**src/rtl/truth_table_sweeper_if.sv**
```systemverilog
// Bus bundle between a truth-table sweeper and the bench/DUT harness around it.
// The slave modport is the sweeper; the master modport drives requests and responses.
interface truth_table_sweeper_if #(
   parameter int N_IN  = 4,
   parameter int N_OUT = 3
);
   logic             start;
   logic             abort;
   logic [N_OUT-1:0] dut_out;
   logic [N_OUT-1:0] gold_out;
   logic [N_IN-1:0]  vec_out;
   logic             row_valid;
   logic [N_IN-1:0]  row_idx;
   logic             row_mismatch;
   logic [N_IN:0]    mismatch_cnt;
   logic             busy;
   logic             done;

   modport master (
      output start, abort, dut_out, gold_out,
      input  vec_out, row_valid, row_idx, row_mismatch, mismatch_cnt, busy, done
   );

   modport slave (
      input  start, abort, dut_out, gold_out,
      output vec_out, row_valid, row_idx, row_mismatch, mismatch_cnt, busy, done
   );
endinterface

```
**src/rtl/truth_table_sweeper.sv**
```systemverilog
// Exhaustive truth-table sweeper: walks every input vector, waits SETTLE cycles,
// compares the DUT response against the golden response and counts mismatches.
module truth_table_sweeper #(
   parameter int N_IN   = 4,
   parameter int N_OUT  = 3,
   parameter int SETTLE = 2
) (
   input  logic                  clk,
   input  logic                  rst_n,
   truth_table_sweeper_if.slave  bus
);

   typedef enum logic [1:0] {
      S_IDLE,
      S_SETTLE,
      S_SAMPLE,
      S_DONE
   } state_t;

   localparam logic [N_IN:0] LAST_ROW = (N_IN+1)'((1 << N_IN) - 1);
   localparam logic [7:0]    WAIT_LD  = 8'(SETTLE);

   state_t            state_q, state_d;
   logic [7:0]        wait_q, wait_d;
   logic [N_IN:0]     row_q, row_d;
   logic [N_IN-1:0]   vec_q, vec_d;
   logic              row_valid_q, row_valid_d;
   logic [N_IN-1:0]   row_idx_q, row_idx_d;
   logic              row_mismatch_q, row_mismatch_d;
   logic [N_IN:0]     mis_cnt_q, mis_cnt_d;
   logic              busy_q, busy_d;
   logic              done_q, done_d;
   logic              mismatch;

   assign mismatch = (bus.dut_out != bus.gold_out);

   always_comb begin
      state_d        = state_q;
      wait_d         = wait_q;
      row_d          = row_q;
      vec_d          = vec_q;
      row_valid_d    = 1'b0;
      row_idx_d      = row_idx_q;
      row_mismatch_d = row_mismatch_q;
      mis_cnt_d      = mis_cnt_q;

      // abort outranks start in every state; the partial count is kept
      if (bus.abort) begin
         state_d = S_IDLE;
         vec_d   = '0;
      end else begin
         case (state_q)
            S_IDLE, S_DONE: begin
               if (bus.start) begin
                  state_d   = S_SETTLE;
                  row_d     = '0;
                  vec_d     = '0;
                  mis_cnt_d = '0;
                  wait_d    = WAIT_LD;
               end
            end
            S_SETTLE: begin
               if (wait_q <= 8'd1) begin
                  state_d = S_SAMPLE;
               end else begin
                  wait_d = wait_q - 8'd1;
               end
            end
            S_SAMPLE: begin
               row_valid_d    = 1'b1;
               row_idx_d      = row_q[N_IN-1:0];
               row_mismatch_d = mismatch;
               mis_cnt_d      = mis_cnt_q + {{N_IN{1'b0}}, mismatch};
               if (row_q == LAST_ROW) begin
                  state_d = S_DONE;
               end else begin
                  state_d = S_SETTLE;
                  row_d   = row_q + (N_IN+1)'(1);
                  vec_d   = vec_q + N_IN'(1);
                  wait_d  = WAIT_LD;
               end
            end
            default: state_d = S_IDLE;
         endcase
      end

      // status flags follow the next state so they are registered with it
      busy_d = (state_d == S_SETTLE) || (state_d == S_SAMPLE);
      done_d = (state_d == S_DONE);
   end

   always_ff @(posedge clk or negedge rst_n) begin
      if (!rst_n) begin
         state_q        <= S_IDLE;
         wait_q         <= '0;
         row_q          <= '0;
         vec_q          <= '0;
         row_valid_q    <= 1'b0;
         row_idx_q      <= '0;
         row_mismatch_q <= 1'b0;
         mis_cnt_q      <= '0;
         busy_q         <= 1'b0;
         done_q         <= 1'b0;
      end else begin
         state_q        <= state_d;
         wait_q         <= wait_d;
         row_q          <= row_d;
         vec_q          <= vec_d;
         row_valid_q    <= row_valid_d;
         row_idx_q      <= row_idx_d;
         row_mismatch_q <= row_mismatch_d;
         mis_cnt_q      <= mis_cnt_d;
         busy_q         <= busy_d;
         done_q         <= done_d;
      end
   end

   assign bus.vec_out      = vec_q;
   assign bus.row_valid    = row_valid_q;
   assign bus.row_idx      = row_idx_q;
   assign bus.row_mismatch = row_mismatch_q;
   assign bus.mismatch_cnt = mis_cnt_q;
   assign bus.busy         = busy_q;
   assign bus.done         = done_q;

endmodule

```
**src/flat_wrapper.sv**
```systemverilog
// flat-port wrapper written by rule: the top's interface ports become plain ports
module truth_table_sweeper_flat 
#(
   parameter int N_IN   = 4,
   parameter int N_OUT  = 3,
   parameter int SETTLE = 2
)
  (clk, rst_n, bus_start, bus_abort, bus_dut_out, bus_gold_out, bus_vec_out, bus_row_valid, bus_row_idx, bus_row_mismatch, bus_mismatch_cnt, bus_busy, bus_done);
  truth_table_sweeper_if #(.N_IN(N_IN), .N_OUT(N_OUT)) bus_i ();
  input  logic clk;
  input  logic rst_n;
  input wire logic [$bits(bus_i.start)-1:0] bus_start;
  input wire logic [$bits(bus_i.abort)-1:0] bus_abort;
  input wire logic [$bits(bus_i.dut_out)-1:0] bus_dut_out;
  input wire logic [$bits(bus_i.gold_out)-1:0] bus_gold_out;
  output wire logic [$bits(bus_i.vec_out)-1:0] bus_vec_out;
  output wire logic [$bits(bus_i.row_valid)-1:0] bus_row_valid;
  output wire logic [$bits(bus_i.row_idx)-1:0] bus_row_idx;
  output wire logic [$bits(bus_i.row_mismatch)-1:0] bus_row_mismatch;
  output wire logic [$bits(bus_i.mismatch_cnt)-1:0] bus_mismatch_cnt;
  output wire logic [$bits(bus_i.busy)-1:0] bus_busy;
  output wire logic [$bits(bus_i.done)-1:0] bus_done;
  assign bus_i.start = bus_start;
  assign bus_i.abort = bus_abort;
  assign bus_i.dut_out = bus_dut_out;
  assign bus_i.gold_out = bus_gold_out;
  assign bus_vec_out = bus_i.vec_out;
  assign bus_row_valid = bus_i.row_valid;
  assign bus_row_idx = bus_i.row_idx;
  assign bus_row_mismatch = bus_i.row_mismatch;
  assign bus_mismatch_cnt = bus_i.mismatch_cnt;
  assign bus_busy = bus_i.busy;
  assign bus_done = bus_i.done;
  truth_table_sweeper #(.N_IN(N_IN), .N_OUT(N_OUT), .SETTLE(SETTLE)) u_core (.clk(clk), .rst_n(rst_n), .bus(bus_i));
endmodule
```
**config.mk**
```make
export PLATFORM = sky130hd
export DESIGN_NAME = truth_table_sweeper_flat
export DESIGN_NICKNAME = d
export VERILOG_FILES = /design/src/rtl/truth_table_sweeper_if.sv /design/src/rtl/truth_table_sweeper.sv /design/src/flat_wrapper.sv
export SDC_FILE = /design/constraint.sdc
export NUM_CORES = 1
export LEC_CHECK = 0
export CORE_MARGIN = 10
export CORE_UTILIZATION = 30
export CTS_BUF_LIST = sky130_fd_sc_hd__clkbuf_16
export CTS_CLUSTER_DIAMETER = 50
export DETAILED_ROUTE_END_ITERATION = 10
export PLACE_DENSITY = 0.52
export REMOVE_ABC_BUFFERS = 1
export SYNTH_ARGS = -nofsm -noshare
export SYNTH_HDL_FRONTEND = slang
export SYNTH_SLANG_ARGS = --single-unit
```
**constraint.sdc**
```tcl
create_clock -name clk -period 2.6 [get_ports clk]
set_input_delay 0.39 -clock clk [delete_from_list [all_inputs] [get_ports clk]]
set_output_delay 0.39 -clock clk [all_outputs]
set_load 0.01 [all_outputs]
```
==> out/summary.txt <==
GRT Total Usage: 8.47%
Slew Limit Fails: 0
Crit Path Category: reg -> reg
Post-synth EDFFs: 0
synth-to-layout area growth: 29.9%
height of the die: 95.9 um
number of distinct library cells after synthesis: 37
CP most frequent cell: ha_1
root buf cell: clkbuf_16
period utilisation layout: 87.1%
clk_skew: 0.00201 ns
max_slew headroom: 68.9%
Worst-Skew Late Latency: 0.27 ns
endpoint class of the critical path: flop
fin worst setup slack: 0.335 ns
worst-path fanout max: 11
cell taking the most area after synthesis: dfrtp_1
n_diodes: 0
Bufs and invs on worst path: 0
clock share of power: 41.1%
post-DP HPWL: 2730 um
Synth area leaders: dfrtp_1 (46%), ha_1 (7.2%), mux2_2 (3.9%), nand2_1 (3.7%), nand3_1 (2.9%)
die span in x: 95.9 um
Max VDD drop: 0.257 mV
total wire length: 3710 um
fillcell total: 566
cell family with most CP delay: simple AND/OR/NAND/NOR gates
synthesized cell area: 0.00173 mm2
grt ovf: 0
Leak: 0.989 nW
Via Count: 1364
1st-iter DRT viols: 78
CTS tree: built
Crit path largest cell delay: 0.55 ns
RSZ-0062 raised after global routing: no
most common cell after layout, fill and taps aside: dfrtp_1
Setup crit start kind: flop
Initial DRT Pass Iterations: 4
routed len/inst: 13.3 um
largest net degree at the start of global routing: 33
Max-Cap Viols: 0
final hold violations: 0
Avg Synthesized Cell Area: 9.94 um2
top_reg_cell synth: dfrtp_1
Worst Path Arrival: 2.46 ns
Tmin final: 2.26 ns
critical path data required time: 2.80 ns
post-synthesis async set-or-reset flop share: 100%
die area: 0.00921 mm2
cts bufs inserted: 5
Clk pin slew, worst setup/hold paths: 0.05 ns
Final Net Count: 226
Psw: 0.451 mW
post-synthesis cell count: 174
sequential share of the synthesized area: 46.3%
top cell type's share of synthesized area: 46.3%
Placement Setup Slack: 0.347 ns
Worst Hold Class: reg -> reg
Internal: 1.15 mW
share of layout cells above drive strength 1: 12.6%
FF+latch count, synth: 32
Hold-fix buffers, CTS: 0
CTS max path bufs: 2
antenna-violating nets left: 0
warnings from Yosys: 0
Seq pwr share: 38.0%
Setup Fix Bufs, Post-CTS: 0
Core Region: 0.00554 mm2
H-tree depth: 2
Initial Util: 31.2%
most frequent cells in the layout: dfrtp_1 (32), clkdlybuf4s50_1 (26), nand2_1 (17)
fmax: 442 MHz
Logic pwr share: 20.9%
gpl congestion: 0.725
row cnt: 27
worst-margin pin slew: 0.465 ns
# port buffers: 26
Clock Sinks: 32
initial antenna violation count: 0
Remaining DRCs: 0
first-pass GRT wire length: 6030 um
status: finished clean
power density cells: 711 mW/mm2
CP max-delay cell: or4_1
Sw Ratio: 28.2%
vias in the first global route: 1278
Final setup viols: 0
via/cell ratio: 4.89
Total Power Consumption: 1.60 mW
Boundary Pins: 27
post_cts resized: 0
critical-path cell list: ha_1 > and3_1 > ha_1 > nand2_1 > nand3_1 > or4_1 > a21oi_1
TNS Setup: 0 ns
-- stage by stage --
step	instance area [um2]	utilization (%)	instances	hold slack [ns]
6_report	2250	40.6	279	0.504
5_1_grt	2250	40.6	279	0.517
4_1_cts	2250	40.6	279	0.506
3_5_place_dp	2080	37.6	271	0.494
3_3_place_gp	2080	37.6	271	0.489
2_1_floorplan	1700	-	169	0.0944
-- sequential cells by signal (all words and copies together) (netlist names) --
name / flops
u_core.wait_q: 8
u_core.bus.mismatch_cnt: 5
u_core.row_q: 5
u_core.bus.row_idx: 4
u_core.bus.vec_out: 4
u_core.state_q: 2
u_core.bus.busy: 1
u_core.bus.done: 1
u_core.bus.row_mismatch: 1
u_core.bus.row_valid: 1
-- path summary, 6_finish.rpt --
check | depth (start not counted) | startpoint | slack (ns) | to
min | 1 | u_core.bus.row_mismatch | 0.50 | u_core.bus.row_mismatch
max | 7 | u_core.row_q[0] | 0.34 | u_core.wait_q[3]
min in group asynchronous | 2 | rst_n | 0.51 | u_core.wait_q[7]
min reg2reg | 1 | u_core.bus.row_mismatch | 0.50 | u_core.bus.row_mismatch
max reg2reg | 7 | u_core.row_q[0] | 0.34 | u_core.wait_q[3]
max in group asynchronous | 2 | rst_n | 1.80 | u_core.row_q[1]
-- synthesized netlist by cell type (3+ instances only) --
cell / instances
a21oi_1: 9
a22o_1: 5
and2_1: 3
clkbuf_1: 3
dfrtp_1: 32
ha_1: 10
inv_1: 9
mux2_2: 6
mux2i_1: 4
nand2_1: 17
nand2b_1: 4
nand3_1: 10
nand4_1: 4
nor2_1: 7
nor2b_1: 3
o21ai_0: 9
o31ai_1: 3
or2_2: 3
or3_1: 3
or4_1: 4
xnor2_1: 3
-- power by group through the flow --
stage	logic, mW	clock network [mW]	registers (mW)
finish	0.334	0.657	0.607
global route	0.377	0.701	0.615
CTS	0.339	0.674	0.606
detailed placement	0.337	0	0.614
global placement	0.335	0	0.614
floorplan	0.228	0	0.607
-- per-layer routing --
| layer | global-route usage (%) | up-vias | part of all wire [%] |
|---|---|---|---|
| li1 | - | 690 | - |
| met4 | 5.16 | 0 | 2.3 |
| met3 | 3.35 | 5 | 6.5 |
| met1 | 10.6 | 641 | 50 |
| met2 | 12.0 | 28 | 41 |
| met5 | 0 | - | 0 |
-- cell type report --
class / count / area (um2) / area share (%)
timing repair buffer: 30 / 290 / 12.9
tap: 72 / 90.1 / 4.01
inverter: 11 / 41.3 / 1.84
clock inverter: 3 / 38.8 / 1.73
multi-input combinational: 126 / 861 / 38.3
sequential: 32 / 801 / 35.6
clock buffer: 5 / 125 / 5.57
-- kinds of logic (layout without fill, tap and decap cells) --
kind of cell / Yosys count / in the layout / share of synthesized area [%]
and+or+nand+nor: 70 / 70 / 22.6
AOI/OAI and AO/OA: 33 / 33 / 12.1
DFF: 32 / 32 / 46.3
buffers and inverters: 16 / 49 / 3.98
adders and majority gates: 10 / 10 / 7.23
muxes: 10 / 10 / 6.22
xor gates and xnor gates: 3 / 3 / 1.52
No activity file was read; power rests on OpenSTA's default activity.
